[config.mk]
export PLATFORM = sky130hd
export DESIGN_NAME = load_store_unit
export DESIGN_NICKNAME = d
export VERILOG_FILES = /design/src/rtl/lsu_pkg.sv /design/src/rtl/store_buffer.sv /design/src/rtl/load_store_unit.sv
export SDC_FILE = /design/constraint.sdc
export NUM_CORES = 1
export LEC_CHECK = 0
export BUFFER_PORTS_ARGS = -buffer_cell sky130_fd_sc_hd__clkbuf_2
export CORE_UTILIZATION = 45
export DETAILED_ROUTE_END_ITERATION = 10
export GPL_TIMING_DRIVEN = 0
export PLACE_DENSITY = 0.69
export SETUP_SLACK_MARGIN = 0.05
export SYNTH_ARGS = -nofsm -noshare
export SYNTH_HDL_FRONTEND = slang
export SYNTH_HIERARCHICAL = 1
export SYNTH_SLANG_ARGS = --single-unit
[constraint.sdc]
create_clock -name clk -period 6.45 [get_ports clk]
set_clock_uncertainty 0.15 [all_clocks]
set_input_delay 0.3225 -clock clk [delete_from_list [all_inputs] [get_ports clk]]
set_output_delay 0.3225 -clock clk [all_outputs]
set_load 0.05 [all_outputs]
[src/rtl/lsu_pkg.sv]
// Shared definitions for the load/store unit: memory geometry, store-buffer
// entry layout and the address range check.
package lsu_pkg;

    localparam int ADDR_W   = 6;
    localparam int DATA_W   = 16;
    localparam int SB_DEPTH = 2;

    typedef struct packed {
        logic              valid;
        logic [ADDR_W-1:0] addr;
        logic [DATA_W-1:0] data;
    } sb_entry_t;

    // Only the low ADDR_W bits of an effective address may be non-zero.
    function automatic logic addr_in_range(input logic [15:0] ea);
        return ea[15:ADDR_W] == '0;
    endfunction

endpackage

[src/rtl/store_buffer.sv]
// In-order store buffer: FIFO of pending stores with a youngest-match
// forwarding lookup for loads.
module store_buffer
    import lsu_pkg::*;
#(
    parameter  int DEPTH = SB_DEPTH,
    localparam int PTR_W = (DEPTH > 1) ? $clog2(DEPTH) : 1,
    localparam int CNT_W = $clog2(DEPTH + 1)
) (
    input  logic              clk,
    input  logic              reset_n,
    input  logic              push_i,
    input  logic [ADDR_W-1:0] push_addr_i,
    input  logic [DATA_W-1:0] push_data_i,
    input  logic              pop_i,
    input  logic [ADDR_W-1:0] lookup_addr_i,
    output logic [CNT_W-1:0]  count_o,
    output sb_entry_t         head_o,
    output logic              hit_o,
    output logic [DATA_W-1:0] hit_data_o
);

    sb_entry_t [DEPTH-1:0] entries_q, entries_d;
    logic [PTR_W-1:0]      head_q, head_d;
    logic [PTR_W-1:0]      tail_q, tail_d;
    logic [PTR_W-1:0]      lk_idx;
    logic [CNT_W-1:0]      count_q, count_d;

    function automatic logic [PTR_W-1:0] ptr_inc(input logic [PTR_W-1:0] p);
        if (int'(p) == DEPTH - 1) return '0;
        return p + 1'b1;
    endfunction

    always_comb begin
        entries_d = entries_q;
        head_d    = head_q;
        tail_d    = tail_q;
        count_d   = count_q;
        if (pop_i) begin
            entries_d[head_q].valid = 1'b0;
            head_d                  = ptr_inc(head_q);
        end
        if (push_i) begin
            entries_d[tail_q] = '{valid: 1'b1, addr: push_addr_i, data: push_data_i};
            tail_d            = ptr_inc(tail_q);
        end
        case ({push_i, pop_i})
            2'b10:   count_d = count_q + 1'b1;
            2'b01:   count_d = count_q - 1'b1;
            default: count_d = count_q;
        endcase
    end

    // Walk from head (oldest) to youngest so the last hit wins.
    always_comb begin
        hit_o      = 1'b0;
        hit_data_o = '0;
        lk_idx     = '0;
        for (int i = 0; i < DEPTH; i++) begin
            lk_idx = PTR_W'((int'(head_q) + i) % DEPTH);
            if (entries_q[lk_idx].valid && entries_q[lk_idx].addr == lookup_addr_i) begin
                hit_o      = 1'b1;
                hit_data_o = entries_q[lk_idx].data;
            end
        end
    end

    always_ff @(posedge clk or negedge reset_n) begin
        if (!reset_n) begin
            entries_q <= '0;
            head_q    <= '0;
            tail_q    <= '0;
            count_q   <= '0;
        end else begin
            entries_q <= entries_d;
            head_q    <= head_d;
            tail_q    <= tail_d;
            count_q   <= count_d;
        end
    end

    assign count_o = count_q;
    assign head_o  = entries_q[head_q];

endmodule

[src/rtl/load_store_unit.sv]
// Load/store unit: effective-address formation, request handshake, store
// buffer drain to data memory and the one-cycle load response / fault path.
module load_store_unit #(
    parameter int ADDR_W   = lsu_pkg::ADDR_W,
    parameter int DATA_W   = lsu_pkg::DATA_W,
    parameter int SB_DEPTH = lsu_pkg::SB_DEPTH
) (
    input  logic              clk,
    input  logic              reset_n,
    input  logic              clock_enable,
    input  logic              req_valid,
    output logic              req_ready,
    input  logic              req_store,
    input  logic [15:0]       req_base,
    input  logic [7:0]        req_offset,
    input  logic [DATA_W-1:0] req_wdata,
    input  logic [2:0]        req_rd,
    input  logic              drain_hold,
    output logic              resp_valid,
    output logic [2:0]        resp_rd,
    output logic [DATA_W-1:0] resp_data,
    output logic              fault,
    output logic [15:0]       fault_addr,
    output logic              sb_empty,
    output logic [ADDR_W-1:0] mem_read_address,
    output logic              mem_read_enable,
    output logic [ADDR_W-1:0] mem_write_address,
    output logic              mem_write_enable,
    output logic [DATA_W-1:0] mem_data_in,
    input  logic [DATA_W-1:0] mem_data_out
);
    import lsu_pkg::*;

    localparam int CNT_W = $clog2(SB_DEPTH + 1);

    logic [15:0]       ea;
    logic              ea_ok;
    logic              accept;
    logic              drain;
    logic              push;
    logic              load_ok;
    logic [CNT_W-1:0]  sb_count;
    sb_entry_t         sb_head;
    logic              fwd_hit;
    logic [DATA_W-1:0] fwd_data;

    logic              resp_valid_q, resp_valid_d;
    logic [2:0]        resp_rd_q, resp_rd_d;
    logic [DATA_W-1:0] resp_data_q, resp_data_d;
    logic              fault_q, fault_d;
    logic [15:0]       fault_addr_q, fault_addr_d;

    assign ea     = req_base + {{8{req_offset[7]}}, req_offset};
    assign ea_ok  = addr_in_range(ea);

    // Readiness uses the start-of-cycle count; a same-cycle drain does not help.
    assign req_ready = (sb_count < CNT_W'(SB_DEPTH));
    assign accept    = req_valid & req_ready & clock_enable;
    assign push      = accept & req_store & ea_ok;
    assign load_ok   = accept & ~req_store & ea_ok;
    assign drain     = sb_head.valid & ~drain_hold & clock_enable;

    store_buffer #(.DEPTH(SB_DEPTH)) u_store_buffer (
        .clk           (clk),
        .reset_n       (reset_n),
        .push_i        (push),
        .push_addr_i   (ea[ADDR_W-1:0]),
        .push_data_i   (req_wdata),
        .pop_i         (drain),
        .lookup_addr_i (ea[ADDR_W-1:0]),
        .count_o       (sb_count),
        .head_o        (sb_head),
        .hit_o         (fwd_hit),
        .hit_data_o    (fwd_data)
    );

    assign mem_read_address  = ea[ADDR_W-1:0];
    assign mem_read_enable   = req_valid & ~req_store & ea_ok;
    assign mem_write_address = sb_head.addr;
    assign mem_data_in       = sb_head.data;
    assign mem_write_enable  = drain;
    assign sb_empty          = (sb_count == '0);

    always_comb begin
        resp_valid_d = resp_valid_q;
        resp_rd_d    = resp_rd_q;
        resp_data_d  = resp_data_q;
        fault_d      = fault_q;
        fault_addr_d = fault_addr_q;
        if (clock_enable) begin
            resp_valid_d = load_ok;
            fault_d      = accept & ~ea_ok;
            if (load_ok) begin
                resp_rd_d   = req_rd;
                resp_data_d = fwd_hit ? fwd_data : mem_data_out;
            end
            if (accept && !ea_ok) begin
                fault_addr_d = ea;
            end
        end
    end

    always_ff @(posedge clk or negedge reset_n) begin
        if (!reset_n) begin
            resp_valid_q <= 1'b0;
            resp_rd_q    <= '0;
            resp_data_q  <= '0;
            fault_q      <= 1'b0;
            fault_addr_q <= '0;
        end else begin
            resp_valid_q <= resp_valid_d;
            resp_rd_q    <= resp_rd_d;
            resp_data_q  <= resp_data_d;
            fault_q      <= fault_d;
            fault_addr_q <= fault_addr_d;
        end
    end

    assign resp_valid = resp_valid_q;
    assign resp_rd    = resp_rd_q;
    assign resp_data  = resp_data_q;
    assign fault      = fault_q;
    assign fault_addr = fault_addr_q;

endmodule

# Word-level counts from Yosys, hierarchy flattened
# Index checks and enable logic that the tools add are counted.
totals:
  ff_bits: 87
  latch_bits: 0
  ram_bits: 0
  mem_bits_ro: 0
  out_inout_bits: 69
  memories: 0
classes:
  addsub: 6
  multipliers: 0
  div: 0
  n_lt_le_gt_ge: 6
  n_eq_ne: 4
  n_shift: 0
  muxes: 26
  bitwise: 14
  n_reduce_logical: 11
op_table:
  columns: ["cell", "n"]
  rows:
  - ["$mux W23", 6]
  - ["$bwmux W46", 2]
  - ["$mux W46", 2]
  - ["$mux W16", 3]
  - ["$demux W23 S1", 2]
  - ["$add A16 B16 Y16", 1]
  - ["$eq A6 B6 Y1", 2]
  - ["$and A1 B1 Y1", 11]
  - ["$logic_not A10 Y1", 1]
  - ["$mux W1", 10]
  - ["$lt A1 B2 Y1 const B", 3]
  - ["$logic_and A1 B1 Y1", 5]
  - ["$pmux W2 S2", 1]
  - ["$reduce_and A2 Y1", 2]
  - ["$add A1 B1 Y1 const B", 3]
  - ["$not A1 Y1", 3]
  - ["$add A2 B1 Y2 const B", 1]
  - ["$eq A2 B1 Y1 const B", 1]
  - ["$eq A2 B2 Y1 const B", 1]
  - ["$ge A1 B1 Y1 const B", 2]
  - ["$logic_not A2 Y1", 1]
  - ["$lt A2 B2 Y1 const B", 1]
  - ["$reduce_bool A2 Y1", 1]
  - ["$sub A2 B1 Y2 const B", 1]
  - ["$logic_not A1 Y1", 1]

# Logic depth before layout (Yosys ltp)
logic_depth:
  ltp_word: 8
  ltp_mapped: 15
  mapped_depth_nobuf: 14

# Cells and area by module
# The synthesis kept the hierarchy.
modules_own_cells:
  columns: ["mod", "n_inst", "cells_per_inst", "area_per_inst_um2"]
  rows:
  - ["store_buffer", 1, 236, 2845.2]
  - ["load_store_unit", 1, 246, 2655.0]

# Worst setup path after synthesis
# OpenSTA, ideal clock, no wires.
synth_timing:
  kind: "input to register"
  from: "input port req_base[0]"
  to: "register resp_data_q[3], in the netlist resp_data[3]"
  setup_time_ns: 0.128
  arrival_time_ns: 3.747
  t_required_ns: 6.172
  path_slack_ns: 2.426
  path_stages: 15
  path_cell_list: "ha_1 > fa_1 > a21o_1 > a21oi_1 > xnor2_1 > xnor2_1 > nor3_2 > and2_1 > clkbuf_2 > buf_2 > o21bai_1 > clkbuf_1 > clkbuf_1 > mux2_2 > mux2_1"
synth_via:
  elab_chain_cells: 6
synth_lines:
  columns: ["element", "line_no", "text"]
  rows:
  - ["start: declaration", "load_store_unit.sv:14", "input logic [15:0] req_base,"]
  - ["$add A16 B16 Y16 *", "load_store_unit.sv:53", "assign ea = req_base + {{8{req_offset[7]}}, req_offset};"]
  - ["via ea[4]", "load_store_unit.sv:36", "logic [15:0] ea;"]
  - ["$eq A6 B6 Y1", "store_buffer.sv:61", "if (entries_q[lk_idx].valid && entries_q[lk_idx].addr == lookup_addr_i) begin"]
  - ["$logic_and A1 B1 Y1", "store_buffer.sv:61", null]
  - ["$mux W1", "store_buffer.sv:61", null]
  - ["$mux W1 *", "store_buffer.sv:61", null]
  - ["via fwd_hit", "load_store_unit.sv:44", "logic fwd_hit;"]
  - ["$mux W16 *", "load_store_unit.sv:95", "resp_data_d = fwd_hit ? fwd_data : mem_data_out;"]
  - ["end signal: assignment", "load_store_unit.sv:113", "resp_data_q <= resp_data_d;"]
  - ["end: declaration", "load_store_unit.sv:49", "logic [DATA_W-1:0] resp_data_q, resp_data_d;"]
# The timed path passes the listed nets; every way through them passes the cells marked *.
# A chain may end at the register's enable or synchronous reset.

# Worst setup path after layout
layout_timing:
  from: "input port req_base[2]"
  to: "register resp_data_q[6], in the netlist resp_data[6]"
# Same word-level chain as after synthesis.

==> flow_summary.yaml <==
outcome:
  status: "completed"
sta:
  finalHoldViolations: 0
  slew_violations: 0
  period_needed_ps: 4506
  max_freq_mhz: 221.9
  slew-limit-headroom: 0.4898
  tightest_slew_ps: 765.3
  finalWorstSetupSlack_ps: 1944
  rsz0062_at_grt: "no"
  finalHoldWorstSlack_ps: 52.87
  setup_violations: 0
  finalCritPeriodShare: 0.6986
  finalSetupTns_ps: 0
critical_path:
  ff2ff_setup_slack_ps: 2660
  startpoint_type: "input pin"
  crit_required_ps: 6530
  path_delay_family: "buffers and inverters"
  cp_max_fo: 10
  r2r-start: "u_store_buffer/head_q"
  worstPathArrival_ps: 4580
  crit_type: "input pin to register"
  end_kind: "register"
  reg2reg_to: "resp_data[6]"
  path_cells: "clkbuf_2 > ha_1 > o211ai_1 > o21ai_1 > xor2_1 > xnor2_1 > nor3_2 > and2_1 > clkbuf_2 > buf_2 > o21bai_1 > clkbuf_1 > clkbuf_1 > mux2_2 > mux2_1"
  max_stage_delay_ps: 600
  reg2regPathDepth: 12
  critPathBufInv: 5
  slowest_stage: "xor2_1"
final_layout:
  drive_gt1_frac: 0.4297
  antennaDiodeCount: 0
  final_util: 0.5583
  syn2layout_area_growth_pct: 21.41
  finalNonFillerCells: 780
  finalNetCount: 710
  design_area_mm2: 0.006678
synth:
  ys.flop_type: "dfrtp_1"
  synth_top_area_share: 0.3958
  async_flop_share: 1.000
  syn_inst: 482
  synthMostInstantiatedCell: "dfrtp_1"
  synth_cell_types: 69
  synth_seq_cells: 87
  synth_area_leaders: "dfrtp_1 40%, mux2_2 17%, mux2_1 4.7%, ha_1 3.6%, a21oi_1 2.5%"
  synth.cell_area_mm2: 0.005500
  ys_top_cells_by_count: "87 x dfrtp_1, 83 x mux2_2, 28 x a21oi_1, 23 x mux2_1"
  syn_area_per_cell_um2: 11.41
  ys_seq_area_frac: 0.3958
  yosys_warnings: 6
  synth-edff-count: 0
  synth_top_area_cell: "dfrtp_1"
  synth_fp_nets: 564
route:
  first_iter_violations: 204
  postRouteAntennaNets: 0
  dr.pass1.iters: 5
  num_vias: 4379
  drt-wirelength-per-cell_um: 17.39
  drc: 0
  via_per_inst: 5.614
  routed_wl_um: 13560
clock_tree:
  htree_levels: 3
  cts_tree: "done"
  clk_path_buf_depth: 2
  clk_pin_slew_ps: 70
  clkLatencyLatePin_ps: 340
  post-cts-setup-buffer-count: 0
  clock-sinks: 87
  root_buffer: "clkbuf_16"
  cts_resized: 0
  cts_hold_buffers: 1
  numCtsBuffers: 9
die:
  coreArea_mm2: 0.01196
  die_h_um: 112.6
  fp.dieW_um: 112.6
  num_io_pins: 134
  initial_core_util: 0.4598
  num_rows: 40
  die_area_mm2: 0.01267
global_route:
  overflow: 0
  grt_pass1_wl_um: 21770
  grt_max_degree: 61
  track_usage: 0.2171
  grt_pass1_vias: 4313
  antenna_found_initial: 0
place:
  placed_area_mm2: 0.006380
  place_congestion: 0.8429
  io_buffers: 133
  pre_cts_slack_ps: 1633
  place_hpwl_um: 10250
  dpl.cell_count: 763
pwr:
  peakVddDrop_mv: 0.1291
  report.power.total_mw: 1.543
  leakagePower_nw: 3.337
  power.density_mw_per_mm2: 231.1
job:
  cap_violations: 0
worst_hold_path:
  whs_path_depth: 2
  hold_end: "resp_rd[1]"
  hold_path_class: "input pin to register"
  hp-start: "req_rd[1]"
placed cells by master (no fill, tap or decap), drive strengths merged, types with 3 or more instances in the layout:
| master | Yosys | routed |
|---|---|---|
| o211ai | 4 | 4 |
| nand3 | 6 | 6 |
| dfrtp | 87 | 87 |
| ha | 16 | 16 |
| nand4 | 8 | 8 |
| nand2b | 3 | 3 |
| and2 | 5 | 5 |
| a22oi | 16 | 16 |
| clkbuf | 11 | 153 |
| a21oi | 29 | 29 |
| nand2 | 13 | 13 |
| inv | 14 | 18 |
| mux2i | 11 | 11 |
| buf | 23 | 24 |
| nor2 | 8 | 8 |
| and3 | 5 | 5 |
| a221oi | 16 | 16 |
| nor3 | 9 | 9 |
| nor2b | 5 | 5 |
| xnor2 | 15 | 15 |
| a211oi | 4 | 4 |
| mux2 | 106 | 106 |
| a211o | 5 | 5 |
| a21o | 10 | 10 |
| o21ai | 11 | 11 |
| xor2 | 9 | 9 |
| a2111oi | 3 | 3 |
logic make-up (layout without fill, tap and decap cells):
kind of cell               Yosys count  count (layout)  synth area share
muxes                              117             117            0.2377
and+or+nand+nor                     68              68           0.07098
DFF                                 87              87            0.3958
adders and majority gates           17              17           0.04004
AOI/OAI and AO/OA                  121             121            0.1670
xor gates and xnor gates            24              24           0.03958
buffers and inverters               48             199           0.04891
metal layers:
layer  part of all wire  track usage
met5                  0            0
met4              0.013      0.05067
met3              0.053      0.04698
met2               0.46       0.3473
met1               0.47       0.3004
registers in the layout, summed over array words and instances (netlist names):
name	count
u_store_buffer/entries_q	46
u_store_buffer/count_o	2
u_store_buffer/head_q	1
fault	1
u_store_buffer/tail_q	1
resp_valid	1
resp_rd	3
resp_data	16
fault_addr	16
worst max path at each step:
stage                     cells past startpoint   startpoint           end
after floorplan                              15  req_base[0]  resp_data[3]
after global placement                       16  req_base[0]  resp_data[6]
after detailed placement                     15  req_base[2]  resp_data[7]
after CTS                                    15  req_base[2]  resp_data[6]
after global routing                         15  req_base[2]  resp_data[7]
final                                        15  req_base[2]  resp_data[6]
final cells by class:
class	count	area [um2]
buffer	34	216.5
sequential	87	2177
multi-input combinational	347	3054
tap	147	183.9
inverter	14	52.55
clock buffer	9	225.2
clock inverter	7	62.56
timing repair buffer	135	705.7
fill	1022	5284
power breakdown:
group / total [mW] / leakage, nW / internal [mW] / switching, mW
combinational: 0.448 / 2.02 / 0.147 / 0.301
sequential: 0.597 / 1.18 / 0.576 / 0.0209
clock: 0.499 / 0.139 / 0.269 / 0.230
total: 1.54 / 3.34 / 0.992 / 0.551
(Power assumes the default switching activity.)
